===== src/rtl/asc_num_parser.sv =====
// ASCII number parser: pops characters from a show-ahead RX FIFO, accumulates
// decimal (or hex, when enabled) digits into a DATA_W-bit value and hands each
// completed number out on a valid/ready port. Illegal characters raise a
// one-cycle error pulse and the rest of that token is skipped.
module asc_num_parser #(
  parameter int DATA_W     = 16,
  parameter int MAX_DIGITS = 5,
  parameter int HEX_EN     = 0
) (
  input  logic              iClk,
  input  logic              iRst_n,
  input  logic              iFIFO_EMPTY,
  input  logic [7:0]        iASC,
  output logic              oFIFO_RD,
  input  logic              iRadix16,
  output logic [DATA_W-1:0] oValue,
  output logic [3:0]        oDigits,
  output logic              oOvf,
  output logic              oValid,
  input  logic              iReady,
  output logic              oErr
);

  // Four spare bits keep acc*16+15 exact for any in-range acc.
  localparam int              ACC_W   = DATA_W + 4;
  localparam logic [ACC_W-1:0] ACC_SAT = {4'b0000, {DATA_W{1'b1}}};
  localparam logic [3:0]      MAX_D   = 4'(MAX_DIGITS);
  localparam logic            HEX_ON  = (HEX_EN != 0);

  typedef enum logic [1:0] {IDLE, ACCUM, SKIP, EMIT} state_t;

  state_t             state, state_n;
  logic [ACC_W-1:0]   acc, acc_n;
  logic [3:0]         digits, digits_n;
  logic               ovf, ovf_n;
  logic               radix16, radix16_n;
  logic [DATA_W-1:0]  out_value, out_value_n;
  logic [3:0]         out_digits, out_digits_n;
  logic               out_ovf, out_ovf_n;
  logic               out_valid, out_valid_n;
  logic               err_pulse, err_pulse_n;

  logic               pop;
  logic               hex_sel;
  logic [4:0]         dv;
  logic               delim;
  logic [ACC_W-1:0]   acc_step;
  logic [3:0]         dig_inc;

  function automatic logic is_delim(input logic [7:0] c);
    return (c == 8'h20) || (c == 8'h2C) || (c == 8'h0D) || (c == 8'h0A);
  endfunction

  // Returns {is_digit, value}; hex letters only count when hex is set.
  function automatic logic [4:0] digit_of(input logic [7:0] c, input logic hex);
    logic [4:0] r;
    r = 5'd0;
    if (c >= 8'h30 && c <= 8'h39)
      r = {1'b1, c[3:0]};
    else if (hex && ((c >= 8'h41 && c <= 8'h46) || (c >= 8'h61 && c <= 8'h66)))
      r = {1'b1, c[3:0] + 4'd9};
    return r;
  endfunction

  function automatic logic [3:0] sat_inc4(input logic [3:0] n);
    return (n == 4'hF) ? n : n + 4'd1;
  endfunction

  function automatic logic [ACC_W-1:0] scale_add(input logic [ACC_W-1:0] a,
                                                  input logic hex,
                                                  input logic [3:0] d);
    logic [ACC_W-1:0] m;
    m = hex ? (a << 4) : ((a << 3) + (a << 1));
    return m + {{(ACC_W-4){1'b0}}, d};
  endfunction

  // The radix in force is the live input only while waiting for a first digit.
  assign hex_sel  = (state == IDLE) ? (HEX_ON && iRadix16) : radix16;
  assign dv       = digit_of(iASC, hex_sel);
  assign delim    = is_delim(iASC);
  assign acc_step = scale_add(acc, radix16, dv[3:0]);
  assign dig_inc  = sat_inc4(digits);
  assign pop      = !iFIFO_EMPTY && (state != EMIT);

  assign oFIFO_RD = pop;
  assign oValue   = out_value;
  assign oDigits  = out_digits;
  assign oOvf     = out_ovf;
  assign oValid   = out_valid;
  assign oErr     = err_pulse;

  // Next-state and next-output logic for the parser FSM.
  always_comb begin
    state_n      = state;
    acc_n        = acc;
    digits_n     = digits;
    ovf_n        = ovf;
    radix16_n    = radix16;
    out_value_n  = out_value;
    out_digits_n = out_digits;
    out_ovf_n    = out_ovf;
    out_valid_n  = out_valid;
    err_pulse_n  = 1'b0;
    case (state)
      IDLE: begin
        if (pop) begin
          if (dv[4]) begin
            acc_n     = {{(ACC_W-4){1'b0}}, dv[3:0]};
            digits_n  = 4'd1;
            ovf_n     = 1'b0;
            radix16_n = hex_sel;
            state_n   = ACCUM;
          end else if (!delim) begin
            err_pulse_n = 1'b1;
            state_n     = SKIP;
          end
        end
      end
      ACCUM: begin
        if (pop) begin
          if (dv[4]) begin
            digits_n = dig_inc;
            if (!ovf) begin
              if (acc_step > ACC_SAT || dig_inc > MAX_D) begin
                acc_n = ACC_SAT;
                ovf_n = 1'b1;
              end else begin
                acc_n = acc_step;
              end
            end
          end else if (delim) begin
            out_value_n  = acc[DATA_W-1:0];
            out_digits_n = digits;
            out_ovf_n    = ovf;
            out_valid_n  = 1'b1;
            state_n      = EMIT;
          end else begin
            err_pulse_n = 1'b1;
            acc_n       = '0;
            digits_n    = 4'd0;
            ovf_n       = 1'b0;
            state_n     = SKIP;
          end
        end
      end
      SKIP: begin
        if (pop && delim) state_n = IDLE;
      end
      EMIT: begin
        if (iReady) begin
          out_valid_n = 1'b0;
          acc_n       = '0;
          digits_n    = 4'd0;
          ovf_n       = 1'b0;
          state_n     = IDLE;
        end
      end
      default: state_n = IDLE;
    endcase
  end

  // State and output registers with synchronous active-low reset.
  always_ff @(posedge iClk) begin
    if (!iRst_n) begin
      state      <= IDLE;
      acc        <= '0;
      digits     <= 4'd0;
      ovf        <= 1'b0;
      radix16    <= 1'b0;
      out_value  <= '0;
      out_digits <= 4'd0;
      out_ovf    <= 1'b0;
      out_valid  <= 1'b0;
      err_pulse  <= 1'b0;
    end else begin
      state      <= state_n;
      acc        <= acc_n;
      digits     <= digits_n;
      ovf        <= ovf_n;
      radix16    <= radix16_n;
      out_value  <= out_value_n;
      out_digits <= out_digits_n;
      out_ovf    <= out_ovf_n;
      out_valid  <= out_valid_n;
      err_pulse  <= err_pulse_n;
    end
  end

endmodule


===== config.mk =====
export PLATFORM = sky130hd
export DESIGN_NAME = asc_num_parser
export DESIGN_NICKNAME = d
export VERILOG_FILES = /design/src/rtl/asc_num_parser.sv
export SDC_FILE = /design/constraint.sdc
export NUM_CORES = 1
export LEC_CHECK = 0
export CAP_MARGIN = 20
export CORE_MARGIN = 4
export CORE_UTILIZATION = 54
export CTS_CLUSTER_DIAMETER = 50
export DETAILED_ROUTE_END_ITERATION = 16
export PLACE_DENSITY = 0.86
export SYNTH_ARGS = -nofsm -noshare
export SYNTH_HDL_FRONTEND = slang
export SYNTH_SLANG_ARGS = --single-unit

===== constraint.sdc =====
create_clock -name iClk -period 5.11 [get_ports iClk]
set_input_delay 0.511 -clock iClk [delete_from_list [all_inputs] [get_ports iClk]]
set_output_delay 0.511 -clock iClk [all_outputs]
set_load 0.005 [all_outputs]

# == Word level (Yosys, flattened, before mapping) ==
# Cells that the tools add are included.
# word_totals
regBits,50
inputBits,13
output_inout_bits,24
elab_cells,112
# classes
addsub,4
n_lt_le_gt_ge,8
n_eq_ne,19
mux,44
bitwise,4
n_reduce_logical,23
# op_table
cell,n
$mux 19,8
$pmux 19 s3,1
$mux 4,7
$add 20x20->20,1
$add 20x4->20,1
$gt 20x16->1 const B,1
$mux 20,1
$eq 8x4->1 const B,2
$eq 8x6->1 const B,2
$ge 8x7->1 const B,2
$le 8x7->1 const B,2
$ne 2x2->1 const B,8
$mux 1,14
$mux 2,7
$pmux 4 s3,1
$reduce_and 6->1,2
$mux 5,2
$ne 3x3->1 const B,3
$ge 8x6->1 const B,1
$le 8x6->1 const B,1
$pmux 2 s4,1
$reduce_and 7->1,1
$logic_and 1x1->1,6
$logic_or 1x1->1,5
other kinds (18),22

# == Depth between registers and ports, before layout ==
# logic_depth
word_depth,14
depth_mapped,22
depth_no_buf,19

# == Worst setup path after synthesis ==
# OpenSTA, ideal clock, no wires.
# synth_path
path_type,input to register
startpoint,input iASC[1]
endpoint,register acc[3]
setup_time_ns,0.132
t_arrival_ns,4.545
required_ns,4.978
slack_ns,0.432
cell_stages,19
n_path_buf,2
cell_sequence,inv_1 > ha_1 > o21ai_0 > a2111oi_1 > o21ai_0 > o21ai_0 > inv_1 > fa_1 > nor2b_1 > o21ai_0 > nor2_1 > and4_1 > buf_2 > nand2_1 > or4_1 > a221o_1 > buf_6 > o31ai_2 > a21oi_1
# synth_via
elab_chain_cells,14
elab_cells_between_ends,35
cone_classes,add/sub: 2; order compare: 7; eq/ne: 7; mux: 9; reduce/logical: 10
# synth_rtl
item,line_no,rtl
from (decl),13,"input logic [7:0] iASC,"
$ge 8x7->1 / $le 8x7->1 (equally long branches),60,else if (hex && ((c >= 8'h41 && c <= 8'h46) || (c >= 8'h61 && c <= 8'h66)))
$logic_and 1x1->1,60,
$logic_or 1x1->1,60,
$logic_and 1x1->1,60,
$mux 5,60,
$mux 5,58,if (c >= 8'h30 && c <= 8'h39)
$add 20x4->20,74,"return m + {{(ACC_W-4){1'b0}}, d};"
$gt 20x16->1,124,if (acc_step > ACC_SAT || dig_inc > MAX_D) begin
$logic_or 1x1->1,124,
$mux 19,124,
$mux 19,123,if (!ovf) begin
$mux 19,121,if (dv[4]) begin
$mux 19,120,if (pop) begin
$pmux 19 s3,104,case (state)
to (signal assigned),177,acc <= acc_n;
to (decl),33,"logic [ACC_W-1:0] acc, acc_n;"
# Parallel ways exist; a longest one is shown, timed or not. The select of a mux whose other input is x is not followed.
# A chain may end at the register's enable or synchronous reset.

# == Worst setup path in the final report ==
# layout_path
startpoint,input iASC[0]
endpoint,register acc[7]
# The elaborated chain is that of the path after synthesis.

==> flow_metrics.tcl <==
set metrics [dict create \
    cts_tree "built" \
    grt_pass1_wl_um 17000 \
    num-fill-cells 588 \
    grt_max_degree 46 \
    portBuffers 35 \
    pwr-share-comb_pct 5.4 \
    cts_buffer_depth 2 \
    core-area_um2 6910 \
    viasPerCell 6.15 \
    end_kind "flop" \
    p_sw_share_pct 23.0 \
    crit_type "in2reg" \
    drv_slew 0 \
    pre_cts_ws_ns -0.0743 \
    cts_sinks 50 \
    clk_pin_slew_ns 0.10 \
    gp_congestion 0.887 \
    ios 37 \
    grt_pass1_vias 3672 \
    critical_path_peak_fanout 10 \
    status "finished clean" \
    synth_cells 496 \
    clk_root_buffer_cell "clkbuf_8" \
    via_count 3881 \
    multi_input_area_um2 2740 \
    start_util_pct 56.5 \
    worst_pin_slew_ns 0.737 \
    dieArea_um2 8660 \
    overflow 0 \
    rsz0062_at_grt "false" \
    h-tree-depth 2 \
    finalSetupViolCount 0 \
    yosysSeqAreaShare_pct 25.6 \
    power_uw 740 \
    firstDrtPassIters 5 \
    min_period_over_period_pct 93.0 \
    ys_seq_elements 50 \
    postRouteWirelength_um 10100 \
    drc 0 \
    drt-initial-drc-count 260 \
    peakVddDrop_uv 162 \
    clock.fmax_mhz 210 \
    worst_slew_margin_rel_pct 50.8 \
    clk_latency_ns 0.32 \
    net-switching-power_uw 170 \
    p_seq_share_pct 53.2 \
    ant_nets 0 \
    synth_cell_type_count 62 \
    powerDensity_nw_per_um2 163 \
    min_path_type "reg2reg" \
    die_x_um 93.0 \
    hold_viol 0 \
    setup_slack_ns 0.359 \
    synthArstFlopShare_pct 0 \
    synth_edf_count 0 \
    p_leak_uw 0.00191 \
    grt_antenna_before_repair 0 \
    holdWs_ns 0.503 \
    grt_usage_pct 23.6 \
    drv_cap 0 \
    hpwlAfterDp_um 7610 \
    syn-num-nets 536 \
    synth_warnings 0 \
    seq_area_um2 1000 \
    cp.arrival_ns 4.92 \
    antennaDiodeCount 0 \
    die_h_um 93.0 \
    synth-main-ff-cell "dfxtp_1" \
    pwr-share-clk_pct 41.4 \
    cts_buffers 5 \
    drive_gt1_share_pct 8.60 \
    skew_ns 0.0128 \
    fin_nets 574 \
    crit_required_ns 5.28 \
    netlist_area_um2 3900 \
    syn_to_final_growth_pct 16.4 \
    syn_avg_cell_area_um2 7.87 \
    wire_per_inst_um 16.1 \
    p_int_uw 570 \
    hold_buffers 0 \
    rows 30 \
    post-route-min-period_ns 4.75 \
    startpoint_type "primary input" \
]
## layer usage
| metal | GRT usage [%] | part of all wire, % | up-vias |
|---|---|---|---|
| li1 | - | - | 1897 |
| met1 | 31.7 | 45 | 1864 |
| met2 | 40.4 | 50 | 110 |
| met3 | 2.90 | 4.1 | 10 |
| met4 | 5.74 | 0.75 | 0 |
| met5 | 0 | 0 | - |
## layout by cell type, fill, tap and decap left out, types with 4 or more instances in the layout
cell type	instances
a211oi_1	9
a21o_1	13
a21oi_1	51
a221oi_1	5
a22oi_1	4
a31oi_1	6
and2_1	4
and3_1	10
buf_4	15
clkbuf_8	6
clkdlybuf4s50_1	35
dfxtp_1	50
ha_1	25
inv_1	20
mux2i_1	17
nand2_1	41
nand3_1	8
nand4_1	5
nor2_1	65
nor2b_1	9
nor3_1	15
o211ai_1	4
o21a_1	7
o21ai_0	16
o21ai_1	6
o31ai_2	9
xnor2_1	9
xor2_1	8
## cell usage after synthesis (all sizes together) (10+ instances only)
library cell	instances	area, um^2
a21o	13	97.6
dfxtp	50	1000
and3	10	62.6
clkbuf	11	41.3
inv	21	78.8
o21ai	22	110
ha	25	313
nor3	16	80.1
o31ai	15	199
nor2	65	244
a21oi	51	255
nand2	41	154
mux2i	17	170
## worst max-delay path: stages
cell	delay (ns)
clkdlybuf4s50_1	0.50
inv_1	0.07
ha_1	0.22
nor3b_1	0.14
a31oi_1	0.20
and2_1	0.25
nand2_1	0.07
o21ai_1	0.19
inv_1	0.09
fa_1	0.46
nor2b_1	0.13
o21ai_0	0.11
nor2_1	0.22
and4_1	0.28
nand2_1	0.08
or4_1	0.47
a221o_1	0.42
buf_12	0.18
o31ai_2	0.22
a21oi_1	0.09
## path summary, 6_finish.rpt
check | start | end | slack (ns) | cells after the start
hold reg to reg | acc[18]$_SDFFE_PN0P_ | acc[18]$_SDFFE_PN0P_ | 0.50 | 1
setup reg to reg | state[1]$_SDFFE_PN0P_ | acc[7]$_SDFFE_PN0P_ | 0.56 | 17
hold / removal | acc[18]$_SDFFE_PN0P_ | acc[18]$_SDFFE_PN0P_ | 0.50 | 1
setup / recovery | iASC[0] | acc[7]$_SDFFE_PN0P_ | 0.36 | 20
## logic make-up after synthesis
kind of cell / synth area share, %
simple gates: 22.0
compound gates: 30.2
flops: 25.6
buf+inv: 4.65
fa+ha+maj: 9.04
mux: 4.65
xor+xnor: 3.81
## registers in the layout (all words and copies together), names as in the netlist
name,cells
oValue,16
oErr,1
oValid,1
ovf,1
acc,19
digits,4
state,2
radix16,1
oDigits,4
oOvf,1
## repair_timing
item,4_1_cts,5_1_grt
endpoints found under the setup margin,0,13
setup buffers,0,1
gates resized for setup,0,2
## cell type report
type                            instances  share of cell area, %
Clock inverter                          2                  0.853
Timing Repair Buffer                   51                   10.6
Sequential cell                        50                   22.0
Inverter                               22                   1.82
Clock buffer                            6                   1.82
Multi-Input combinational cell        404                   60.2
Tap cell                               96                   2.64
## stage by stage
stage	util, %	setup TNS [ns]	std cells	cell area (um^2)
6_report	65.8	0	631	4550
3_3_place_gp	63.9	0	622	4410
4_1_cts	65.7	0	630	4530
3_5_place_dp	63.9	-0.576	622	4410
2_1_floorplan	-	0	496	3910
5_1_grt	65.8	0	631	4550
## power groups by stage
stage          combinational, uW  clock [uW]  sequential, uW
5_1_grt                     43.2         322             394
3_3_place_gp                37.3           0             402
4_1_cts                     39.0         305             393
6_report                    40.2         306             394
3_5_place_dp                38.8           0             402
2_1_floorplan               19.5           0             401
Power figures use the tool's default switching activity.
